File: src/rtl/serial_alu.sv
// Digit-serial ALU: one DIGIT-bit slice per clock, LSB first, carry held between slices.
// Optional macro SERIAL_ALU_FLAGS_EN adds registered carry/overflow/zero flags.
//
// state | meaning
// IDLE  | waiting for a request, in_ready high
// RUN   | processing one digit per edge, N edges total
// DONE  | result held until out_ready; may accept next request on same edge
module serial_alu #(
  parameter int WIDTH = 32,
  parameter int DIGIT = 4
) (
  input  logic             clk,
  input  logic             rst_n,
  input  logic             in_valid,
  output logic             in_ready,
  input  logic [2:0]       sel,
  input  logic [WIDTH-1:0] a,
  input  logic [WIDTH-1:0] b,
  output logic             out_valid,
  input  logic             out_ready,
  output logic [WIDTH-1:0] result,
  output logic             carry,
  output logic             overflow,
  output logic             zero
);
  localparam int N  = WIDTH / DIGIT;
  localparam int CW = (N > 1) ? $clog2(N) : 1;
  localparam logic [CW-1:0] LAST = CW'(N - 1);

  localparam logic [2:0] OP_ADD  = 3'b000;
  localparam logic [2:0] OP_SUB  = 3'b001;
  localparam logic [2:0] OP_XOR  = 3'b010;
  localparam logic [2:0] OP_SLT  = 3'b011;
  localparam logic [2:0] OP_AND  = 3'b100;
  localparam logic [2:0] OP_NAND = 3'b101;
  localparam logic [2:0] OP_NOR  = 3'b110;
  localparam logic [2:0] OP_OR   = 3'b111;

  typedef enum logic [1:0] {IDLE, RUN, DONE} state_t;
  state_t state, state_nxt;

  logic [WIDTH-1:0]       a_sh, b_sh, res_q;
  logic [2:0]             op;
  logic                   cy;
  logic [CW-1:0]          cnt;
  logic                   out_valid_q;
  logic                   accept, last, invert, ovf_dig;
  logic [DIGIT-1:0]       a_d, b_d, dig;
  logic [DIGIT:0]         sum;
  logic [WIDTH+DIGIT-1:0] res_cat;
  logic [WIDTH-1:0]       res_shift, res_final;

  always_ff @(posedge clk or negedge rst_n) begin
    if (!rst_n) state <= IDLE;
    else        state <= state_nxt;
  end

  always_comb begin
    state_nxt = state;
    in_ready  = 1'b0;
    case (state)
      IDLE: begin
        in_ready = 1'b1;
        if (in_valid) state_nxt = RUN;
      end
      RUN: if (last) state_nxt = DONE;
      DONE: if (out_ready) begin
        in_ready  = 1'b1;
        state_nxt = in_valid ? RUN : IDLE;
      end
      default: state_nxt = IDLE;
    endcase
  end

  assign accept = in_valid && in_ready;
  assign last   = (state == RUN) && (cnt == LAST);

  // Subtraction-style ops add ~b with the carry register preset to 1.
  assign invert  = (op == OP_SUB) || (op == OP_SLT);
  assign a_d     = a_sh[DIGIT-1:0];
  assign b_d     = invert ? ~b_sh[DIGIT-1:0] : b_sh[DIGIT-1:0];
  assign sum     = {1'b0, a_d} + {1'b0, b_d} + (DIGIT+1)'(cy);
  assign ovf_dig = (a_d[DIGIT-1] ^ b_d[DIGIT-1] ^ sum[DIGIT-1]) ^ sum[DIGIT];

  always_comb begin
    dig = sum[DIGIT-1:0];
    case (op)
      OP_XOR:  dig = a_d ^ b_sh[DIGIT-1:0];
      OP_AND:  dig = a_d & b_sh[DIGIT-1:0];
      OP_NAND: dig = ~(a_d & b_sh[DIGIT-1:0]);
      OP_NOR:  dig = ~(a_d | b_sh[DIGIT-1:0]);
      OP_OR:   dig = a_d | b_sh[DIGIT-1:0];
      default: dig = sum[DIGIT-1:0];
    endcase
  end

  assign res_cat   = {dig, res_q};
  assign res_shift = res_cat[WIDTH+DIGIT-1:DIGIT];
  assign res_final = (op == OP_SLT) ? WIDTH'(sum[DIGIT-1] ^ ovf_dig) : res_shift;

  always_ff @(posedge clk or negedge rst_n) begin
    if (!rst_n) begin
      a_sh        <= '0;
      b_sh        <= '0;
      op          <= OP_ADD;
      cy          <= 1'b0;
      cnt         <= '0;
      res_q       <= '0;
      out_valid_q <= 1'b0;
    end else if (accept) begin
      a_sh        <= a;
      b_sh        <= b;
      op          <= sel;
      cy          <= (sel == OP_SUB) || (sel == OP_SLT);
      cnt         <= '0;
      out_valid_q <= 1'b0;
    end else if (state == RUN) begin
      a_sh  <= a_sh >> DIGIT;
      b_sh  <= b_sh >> DIGIT;
      cy    <= sum[DIGIT];
      cnt   <= cnt + CW'(1);
      res_q <= last ? res_final : res_shift;
      if (last) out_valid_q <= 1'b1;
    end else if (state == DONE && out_ready) begin
      out_valid_q <= 1'b0;
    end
  end

  assign out_valid = out_valid_q;
  assign result    = res_q;

`ifdef SERIAL_ALU_FLAGS_EN
  logic carry_q, ovf_q, zero_q, is_arith;
  assign is_arith = (op == OP_ADD) || (op == OP_SUB);

  always_ff @(posedge clk or negedge rst_n) begin
    if (!rst_n) begin
      carry_q <= 1'b0;
      ovf_q   <= 1'b0;
      zero_q  <= 1'b0;
    end else if (last) begin
      carry_q <= is_arith & sum[DIGIT];
      ovf_q   <= is_arith & ovf_dig;
      zero_q  <= (res_final == '0);
    end
  end

  assign carry    = carry_q;
  assign overflow = ovf_q;
  assign zero     = zero_q;
`else
  assign carry    = 1'b0;
  assign overflow = 1'b0;
  assign zero     = 1'b0;
`endif

endmodule

File: config.mk
export PLATFORM = sky130hd
export DESIGN_NAME = serial_alu
export DESIGN_NICKNAME = d
export VERILOG_FILES = /design/src/rtl/serial_alu.sv
export SDC_FILE = /design/constraint.sdc
export NUM_CORES = 1
export LEC_CHECK = 0
export CORE_MARGIN = 4
export CORE_UTILIZATION = 57
export CTS_BUF_LIST = sky130_fd_sc_hd__clkbuf_4 sky130_fd_sc_hd__clkbuf_8
export CTS_CLUSTER_SIZE = 14
export DETAILED_ROUTE_END_ITERATION = 8
export HOLD_SLACK_MARGIN = 0.02
export PLACE_DENSITY = 0.94
export RECOVER_POWER = 100
export SLEW_MARGIN = 0
export SYNTH_ARGS = -nofsm -noshare
export SYNTH_HDL_FRONTEND = slang
export SYNTH_SLANG_ARGS = --single-unit
export TNS_END_PERCENT = 10
File: constraint.sdc
create_clock -name clk -period 4.55 [get_ports clk]
set_input_delay 0.91 -clock clk [delete_from_list [all_inputs] [get_ports clk]]
set_output_delay 0.91 -clock clk [all_outputs]
set_load 0.02 [all_outputs]
==> run_results.csv <==
group,metric,value,unit
timing,timing.hold.ws,0.483,ns
setup_path,path_cells,"nand2b_2, clkbuf_1, a2111oi_0, a22o_1",
timing,max_freq,289,MHz
synth,syn_area,5150,sq um
setup_path,worst-path-max-fanout,62,
route,vias,3964,
route,dr.first_iter.drc_count,179,
route,drt-total-wl,10800,microns
timing,fin_tns_setup,0,ns
route,wl_per_cell,15.0,microns
synth,synth_adder_area_share,3.93,%
min_path,worstHoldPathType,"register to register",
synth,ys_seq_area_share,51.5,%
route,firstDrtPassIters,5,
pwr,finalPower,4.19,mW
floorplan,initial_core_util,58.8,%
synth,yosysWarnings,0,
final_layout,drive_gt1_share,4.06,%
floorplan,die_h,103,microns
setup_path,cp_num_cells,4,
clocking,h-tree-depth,3,
timing,setup_viol,0,
synth,synth_top_family_by_area,"simple AND/OR/NAND/NOR gates",
pwr,pwr-share-clk,13.3,%
timing,finalHoldViolations,0,
floorplan,die_x,103,microns
timing,tightest_slew,1.79,ns
final_layout,multi_input_area,2200,sq um
flow_run,cap_violations,2,
setup_path,startpoint_type,"register",
timing,setup_ws,1.09,ns
pwr,pwr-share-seq,39.7,%
setup_path,rrSetupSlack,1.09,ns
timing,grt_setup_unrepaired,"no",
setup_path,endpoint_kind,"register",
setup_path,rr_endpoint,"result[31]$_DFFE_PN0P_",
min_path,min-delay-start,"result[1]$_DFFE_PN0P_",
synth,muxShareOfSynthArea,10.7,%
final_layout,nets,697,
clocking,path_clk_slew,0.11,ns
final_layout,regArea,2650,sq um
synth,synthCells,528,
timing,relSlewSlack,-19.3,%
clocking,cts_buffers,9,
synth,yosys.area_share.simple,13.4,%
global_routing,grt_pass1_wl,18000,microns
setup_path,r2r_cells,4,
route,ant_nets,0,
run_status,outcome,"finished, violations left",
placed_design,dp_cells,708,
final_layout,final_cell_area,6290,sq um
run_status,violations,"capacitance limit, slew limit",
synth,syn_area_per_cell,9.76,sq um
timing,period_needed,3.46,ns
setup_path,slowest_stage,"nand2b_2",
clocking,clock-sinks,106,
pwr,peakVddDrop,0.280,mV
setup_path,r2r_start,"state[1]$_DFFE_PN0P_",
route,avgViaCountPerCell,5.48,
placed_design,post-place-ws,1.44,ns
pwr,power.leakage,2.80,nW
pwr,p_switching,1.72,mW
placed_design,placed_area,6140,sq um
global_routing,grt_max_degree,89,
timing,finalCritPeriodShare,76.0,%
timing,fin_skew,0.0175,ns
floorplan,ioPinCount,108,
setup_path,path_delay_family,"simple AND/OR/NAND/NOR gates",
clocking,worstSkewPairLatency,0.38,ns
placed_design,place_congestion,0.882,
final_layout,final_util,71.8,%
setup_path,crit_arrival,3.72,ns
final_layout,area_delta_synth_final,22.1,%
setup_path,path_class,"register to register",
synth,synth_compound_area_share,13.0,%
synth,ys_types,37,
pwr,internal_power,2.47,mW
clocking,ctsResizeCount,0,
pwr,sw_frac_of_total,41.1,%
floorplan,rows,34,
floorplan,coreArea,8760,sq um
setup_path,path_buf_inv,1,
placed_design,hpwl,7880,microns
global_routing,grt_pass1_vias,4007,
synth,synth_xor_area_share,1.70,%
timing,slew_violations,137,
final_layout,nFillCells,637,
global_routing,grt_overflow,0,
setup_path,critPathLaunch,"state[1]$_DFFE_PN0P_",
synth,synth-seq-cells,106,
setup_path,required,4.81,ns
global_routing,grt_usage,21.5,%
clocking,cts_buffer_depth,2,
clocking,cts_root_buf,"clkbuf_8",
floorplan,dieArea,10600,sq um
route,route.detailed.drc,0,
clocking,post_cts_buffers,0,
global_routing,antenna_found_initial,0,
final_layout,num_antenna_cells,0,
placed_design,port_buffers,104,
setup_path,slowest_delay,1.32,ns
clocking,tritoncts,"built",
clocking,cts_hold_buf,0,
setup_path,crit_end,"result[31]$_DFFE_PN0P_",
pwr,power_frac_comb,47.0,%
pwr,p_per_area,666,nW/um^2
final_layout,instances_no_fill,724,
cell usage in the layout, fill, tap and decap left out, types with 3 or more instances in the layout:
cell	instances
a22oi_1	8
nand2_1	147
xnor2_1	9
clkdlybuf4s50_1	68
mux2i_1	52
nor2_1	7
a21oi_1	6
ha_1	13
conb_1	3
nand2b_1	3
buf_4	3
inv_1	13
dlygate4sd3_1	35
clkbuf_1	3
a21o_1	3
o21ai_0	92
clkbuf_8	10
dfrtp_1	106
nor2b_1	3
worst min path at each step:
stage	depth (start not counted)	end
final	2	result[1]$_DFFE_PN0P_
after global routing	2	result[9]$_DFFE_PN0P_
after CTS	2	result[1]$_DFFE_PN0P_
after detailed placement	2	result[1]$_DFFE_PN0P_
after global placement	2	result[2]$_DFFE_PN0P_
after floorplan	2	b_sh[0]$_DFFE_PN0P_
logic make-up after synthesis:
kind of cell               count (synthesis)
AOI/OAI and AO/OA                        120
xor gates and xnor gates                  10
adders and majority gates                 15
buffers and inverters                     53
DFF                                      106
muxes                                     54
other                                      1
and+or+nand+nor                          169
Yosys cell counts:
library cell / number / area, sq um
inv_1: 13 / 48.8
buf_4: 11 / 82.6
buf_6: 5 / 56.3
mux2i_1: 52 / 521
a21oi_1: 6 / 30.0
xor2_1: 1 / 8.76
o22ai_1: 2 / 12.5
nor2_1: 7 / 26.3
a221oi_1: 1 / 8.76
or2_0: 1 / 6.26
a22o_1: 1 / 8.76
nor3b_2: 1 / 12.5
mux2_4: 2 / 30.0
nand3b_1: 2 / 15.0
a31oi_2: 1 / 12.5
a211oi_1: 2 / 15.0
o31ai_1: 2 / 15.0
conb_1: 1 / 3.75
o21ai_0: 92 / 460
nor2b_1: 4 / 25.0
a2111oi_2: 1 / 15.0
a21o_1: 3 / 22.5
ha_1: 13 / 163
clkbuf_1: 8 / 30.0
nand2_1: 147 / 552
buf_2: 14 / 70.1
nand2b_1: 3 / 18.8
dfrtp_1: 106 / 2650
clkbuf_2: 2 / 10.0
and3_4: 1 / 11.3
fa_1: 2 / 40.0
nor3_1: 1 / 5.00
nand2b_4: 1 / 13.8
o21bai_1: 1 / 7.51
and3_1: 1 / 6.26
a22oi_1: 8 / 60.1
xnor2_1: 9 / 78.8
metal layers:
metal  share of wire [%]  GRT usage [%]
met5                   0              0
met1                  41           26.2
met4                 1.7           7.77
met2                  50           37.3
met3                 7.2           4.74
worst reg2reg max path, cell delays in order, from the launching register on:
cell	delay (ns)
dfrtp_1	0.46
nand2b_2	1.33
clkbuf_1	1.10
a2111oi_0	0.19
a22o_1	0.27
state kept, by name, summed over array words and instances, names as in the netlist:
name / flops
a_sh: 32
b_sh: 32
result: 32
cnt: 3
op: 3
state: 2
cy: 1
out_valid: 1
area by class of cell:
type / instances / share of cell area (%)
flip-flops and latches: 106 / 42.2
multi-input cells: 371 / 34.9
repair buffers: 110 / 17.0
clock buffers: 11 / 2.31
well taps: 108 / 2.15
inverters: 13 / 0.776
clock inverters: 5 / 0.716
power groups by stage:
stage | registers [mW] | clock network (mW) | logic [mW]
6_report | 1.66 | 0.559 | 1.97
5_1_grt | 1.72 | 0.609 | 2.22
3_3_place_gp | 1.67 | 0 | 1.95
2_1_floorplan | 1.73 | 0 | 1.39
4_1_cts | 1.68 | 0.570 | 2.06
3_5_place_dp | 1.70 | 0 | 2.05
No activity file was read; power rests on OpenSTA's default activity.
